$ cat src/rtl/bp_update_tracker.sv
// bp_update_tracker: in-order queue of issued branch predictions. On each
// in-order resolve it emits one registered update {w_v, idx_w, correct} for
// the predictor write port, and keeps a saturating mispredict count.
module bp_update_tracker #(
    parameter int unsigned bht_idx_width_p = 9,
    parameter int unsigned depth_p         = 8,
    parameter int unsigned cnt_width_p     = 16
) (
    input  logic                         clk_i,
    input  logic                         reset_i,
    input  logic                         br_v_i,
    input  logic [bht_idx_width_p-1:0]   br_idx_i,
    input  logic                         br_pred_i,
    output logic                         br_ready_o,
    input  logic                         res_v_i,
    input  logic                         res_taken_i,
    input  logic                         flush_i,
    output logic                         w_v_o,
    output logic [bht_idx_width_p-1:0]   idx_w_o,
    output logic                         correct_o,
    output logic [$clog2(depth_p):0]     occupancy_o,
    output logic [cnt_width_p-1:0]       mispred_cnt_o,
    output logic                         err_o
);

    localparam int unsigned AddrW = $clog2(depth_p);
    localparam int unsigned PtrW  = AddrW + 1;

    // Entry storage (not reset; only read when the queue is non-empty)
    logic [bht_idx_width_p-1:0] r_idx_mem  [depth_p];
    logic                       r_pred_mem [depth_p];

    logic [PtrW-1:0]            r_wptr;
    logic [PtrW-1:0]            r_rptr;
    logic [PtrW-1:0]            r_occ;
    logic                       r_ready;
    logic                       r_w_v;
    logic [bht_idx_width_p-1:0] r_idx_w;
    logic                       r_correct;
    logic [cnt_width_p-1:0]     r_mispred_cnt;
    logic                       r_err;

    logic                       w_empty;
    logic                       w_enq;
    logic                       w_pop;
    logic                       w_head_pred;
    logic [bht_idx_width_p-1:0] w_head_idx;
    logic                       w_mispred;
    logic [PtrW-1:0]            w_wptr_nxt;
    logic [PtrW-1:0]            w_rptr_nxt;
    logic                       w_full_nxt;

    // Queue status and handshake decode from registered state
    always_comb begin
        w_empty     = (r_wptr == r_rptr);
        w_enq       = br_v_i & r_ready & ~flush_i;
        w_pop       = res_v_i & ~w_empty;
        w_head_idx  = r_idx_mem[r_rptr[AddrW-1:0]];
        w_head_pred = r_pred_mem[r_rptr[AddrW-1:0]];
        w_mispred   = w_pop & (w_head_pred != res_taken_i);
    end

    // Next pointers: flush wins over any same-cycle enqueue/pop movement
    always_comb begin
        w_wptr_nxt = r_wptr;
        w_rptr_nxt = r_rptr;
        if (flush_i) begin
            w_wptr_nxt = '0;
            w_rptr_nxt = '0;
        end else begin
            if (w_enq) w_wptr_nxt = r_wptr + PtrW'(1);
            if (w_pop) w_rptr_nxt = r_rptr + PtrW'(1);
        end
        w_full_nxt = (w_wptr_nxt[AddrW-1:0] == w_rptr_nxt[AddrW-1:0]) &&
                     (w_wptr_nxt[PtrW-1] != w_rptr_nxt[PtrW-1]);
    end

    // Capture a prediction at the tail
    always_ff @(posedge clk_i) begin
        if (w_enq) begin
            r_idx_mem[r_wptr[AddrW-1:0]]  <= br_idx_i;
            r_pred_mem[r_wptr[AddrW-1:0]] <= br_pred_i;
        end
    end

    // Pointers, occupancy and ready, all registered from next-state values
    always_ff @(posedge clk_i or negedge reset_i) begin
        if (!reset_i) begin
            r_wptr  <= '0;
            r_rptr  <= '0;
            r_occ   <= '0;
            r_ready <= 1'b1;
        end else begin
            r_wptr  <= w_wptr_nxt;
            r_rptr  <= w_rptr_nxt;
            r_occ   <= w_wptr_nxt - w_rptr_nxt;
            r_ready <= ~w_full_nxt;
        end
    end

    // Predictor update port; idx/correct hold when no update is issued
    always_ff @(posedge clk_i or negedge reset_i) begin
        if (!reset_i) begin
            r_w_v     <= 1'b0;
            r_idx_w   <= '0;
            r_correct <= 1'b0;
        end else begin
            r_w_v <= w_pop;
            if (w_pop) begin
                r_idx_w   <= w_head_idx;
                r_correct <= (w_head_pred == res_taken_i);
            end
        end
    end

    // Saturating mispredict counter and sticky resolve-on-empty error
    always_ff @(posedge clk_i or negedge reset_i) begin
        if (!reset_i) begin
            r_mispred_cnt <= '0;
            r_err         <= 1'b0;
        end else begin
            if (w_mispred && (r_mispred_cnt != {cnt_width_p{1'b1}}))
                r_mispred_cnt <= r_mispred_cnt + cnt_width_p'(1);
            if (res_v_i && w_empty)
                r_err <= 1'b1;
        end
    end

    assign br_ready_o    = r_ready;
    assign occupancy_o   = r_occ;
    assign w_v_o         = r_w_v;
    assign idx_w_o       = r_idx_w;
    assign correct_o     = r_correct;
    assign mispred_cnt_o = r_mispred_cnt;
    assign err_o         = r_err;

endmodule
$ cat config.mk
export PLATFORM = sky130hd
export DESIGN_NAME = bp_update_tracker
export DESIGN_NICKNAME = d
export VERILOG_FILES = /design/src/rtl/bp_update_tracker.sv
export SDC_FILE = /design/constraint.sdc
export NUM_CORES = 1
export LEC_CHECK = 0
export ABC_AREA = 1
export BUFFER_PORTS_ARGS = -buffer_cell sky130_fd_sc_hd__buf_2
export CAP_MARGIN = 20
export CORE_ASPECT_RATIO = 0.75
export CORE_MARGIN = 1.5
export CORE_UTILIZATION = 60
export CTS_CLUSTER_SIZE = 8
export DETAILED_ROUTE_END_ITERATION = 10
export GPL_TIMING_DRIVEN = 0
export PLACE_DENSITY = 0.77
export SYNTH_ARGS = -nofsm -noshare
export SYNTH_HDL_FRONTEND = slang
export SYNTH_SLANG_ARGS = --single-unit
$ cat constraint.sdc
create_clock -name clk_i -period 3.2 [get_ports clk_i]
set_input_delay 0.64 -clock clk_i [delete_from_list [all_inputs] [get_ports clk_i]]
set_output_delay 0.64 -clock clk_i [all_outputs]
set_load 0.005 [all_outputs]
==> key figures <==
Yosys
  – Yosys reg bits: 121
  – Top cell type's share of synthesized area: 0.448
  – Synth warn: 0
  – Syn Area/Cell: 10.6 um2
  – Syn nets: 529
  – Fraction of registers with async set/reset: 0.339
  – Area contributors post-synth: edfxtp_1 (45%), dfrtp_1 (19%), nand2_1 (6.4%)
  – Leading area contributor after synthesis: edfxtp_1
  – Cell with the most instances after synthesis: nand2_1
  – Synthesized cell area: 5370 um2
  – Post-synthesis cell type count: 32
  – Commonest register cell after synthesis: edfxtp_1
  – Post-Synthesis Cells: 506
  – Post-synth top cells: nand2_1 (91), edfxtp_1 (80), nor2_1 (71)
  – Post-synth EDFFs: 80
  – Sequential fraction of the synthesis area: 0.639

Global routing
  – Largest net degree at the start of global routing: 42
  – First-pass GRT wire length: 21100 um
  – Total gr overflow: 0
  – Global-route usage over all layers: 0.299
  – Initial antenna violation count: 0
  – Vias in the first global route: 3998

Run status
  – Status: finished clean

STA
  – Achievable Freq: 0.350 GHz
  – Tmin final: 2.85 ns
  – Tcrit/Tclk final: 0.892
  – Worst-Margin Slew: 1.04 ns
  – Post-Route Skew: 0.00850 ns
  – Max Slew Vio Count: 0
  – Final setup fails: 0
  – Hold_ws: 0.386 ns
  – Final Hold Viols: 0
  – RSZ-0062 raised after global routing: false
  – Setup TNS: 0 ns
  – Slew headroom: 0.303

Route
  – Drt total wl: 13100 um
  – DRC Markers: 0
  – Vias per inst: 5.84
  – Starting DRT DRC Count: 522
  – Via count: 4076
  – Per-cell routed wire length: 18.8 um
  – TritonRoute pass-1 iters: 7
  – Routed Antenna Nets: 0

Clocking
  – H-Tree Depth: 4
  – Clk slew on worst S/H paths: 0.05 ns
  – Clk_lat worst skew: 0.41 ns
  – Clk buf depth: 2
  – Hold buffers post-CTS: 0
  – CTS tree: built
  – Resized Gates After CTS: 0
  – Root Driver: clkbuf_16
  – Setup bufs post-CTS: 0
  – Num CTS Buffers: 17
  – Clock sink total: 121

Floorplan
  – Core Region: 8560 um2
  – Die width: 112 um
  – Ports: 49
  – FP Rows: 29
  – DIE AREA: 9520 um2
  – Initial core utilization: 0.627
  – Die height: 84.9 um

Setup path
  – Capture point of the worst reg-to-reg path: occupancy_o[2]
  – Flop-to-flop setup slack: 0.35 ns
  – CP startpoint kind: flip-flop
  – Crit Path Max Fanout: 10
  – R2R depth: 9
  – Reg2reg start: r_rptr[0]
  – CP endpoint kind: flip-flop
  – Crit path arrival time: 3.15 ns
  – Worst Path Required: 3.49 ns
  – Crit Path Class: reg2reg

Finish
  – Layout cells sized above 1: 0.188
  – Fin util: 0.745
  – Area growth syn-to-layout: 18.9%
  – Diodes inserted: 0
  – Number of fillers in the final layout: 573
  – NumNets Final: 600

Placement
  – Routability cong.: 0.863
  – Post-DP HPWL: 8190 um
  – PortBufs: 48

Min path
  – Hold Path Class: in2async

Flow run
  – Max-Cap Viols: 0

Pwr
  – Worst vdd ir: 0.504 mV
  – Pwr Total: 4500 uW
  – Pleak: 0.00270 uW
  – PwrDens: 705 nW/um2
-- area by class of cell --
class                           instances  area (um2)  area share
Timing Repair Buffer                   52         282      0.0441
Multi-Input combinational cell        326        1690       0.264
Buffer                                 19         104      0.0163
Inverter                               40         150      0.0235
Sequential cell                       121        3430       0.538
Clock inverter                         11         153      0.0239
Tap cell                              108         135      0.0212
Clock buffer                           21         440      0.0690
-- registers in the layout (all words and copies together) (netlist names) --
| name | cells |
|---|---|
| occupancy_o | 4 |
| r_rptr | 4 |
| br_ready_o | 1 |
| mispred_cnt_o | 16 |
| r_pred_mem | 8 |
| r_wptr | 4 |
| r_idx_mem | 72 |
| err_o | 1 |
| correct_o | 1 |
| w_v_o | 1 |
| idx_w_o | 9 |
-- through the flow --
stage          instance area (um2)  worst slack (ns)  cells
2_1_floorplan                 5370             0.996    506
3_3_place_gp                  5740           -0.0166    662
3_5_place_dp                  5780             0.433    665
4_1_cts                       6370             0.415    697
5_1_grt                       6380             0.104    698
6_report                      6380             0.347    698
-- critical path: stages (launching register included) --
cell and delay [ns]:
dfrtp_1 0.49, inv_2 0.18, buf_2 0.25, clkbuf_1 0.58, o21ai_0 0.22, a21oi_1 0.24
ha_1 0.19, inv_1 0.06, fa_1 0.37, xor2_1 0.15
-- placed cells by master, fill, tap and decap left out, drive strengths merged, types with 10 or more instances in the layout --
cell type,instances
xor2,10
edfxtp,80
nor2,73
nand2,97
o22ai,18
o21ai,59
clkbuf,32
buf,60
dfrtp,40
inv,40
nand3,35
-- layer usage --
metal	GRT usage	wire (um)
met1	0.418	5540
met2	0.461	6170
met3	0.0907	1260
met4	0.0840	176
met5	0	0
-- worst max-delay path by stage --
stage | from | endpoint | slack, ns
global placement | flush_i | r_idx_mem[6][6] | -0.02
detailed placement | r_rptr[0] | occupancy_o[2] | 0.43
finish | r_rptr[0] | occupancy_o[2] | 0.35
global route | r_rptr[0] | occupancy_o[2] | 0.10
CTS | r_rptr[0] | occupancy_o[2] | 0.41
floorplan | flush_i | r_idx_mem[6][0] | 1.0
-- kinds of logic after synthesis --
kind of cell,after synthesis,synth area share
AND/OR/NAND/NOR,224,0.193
buffers and inverters,59,0.0473
flip-flops,121,0.639
XOR/XNOR,13,0.0212
AO/OA/AOI/OAI,82,0.0814
adder cells (fa/ha/maj),7,0.0177
-- power by group --
part	switching (uW)	total, uW	internal, uW
registers	85.0	1880	1800
clock network	646	1930	1290
logic	432	684	252
Note: power is estimated with default switching activity, not from simulation.
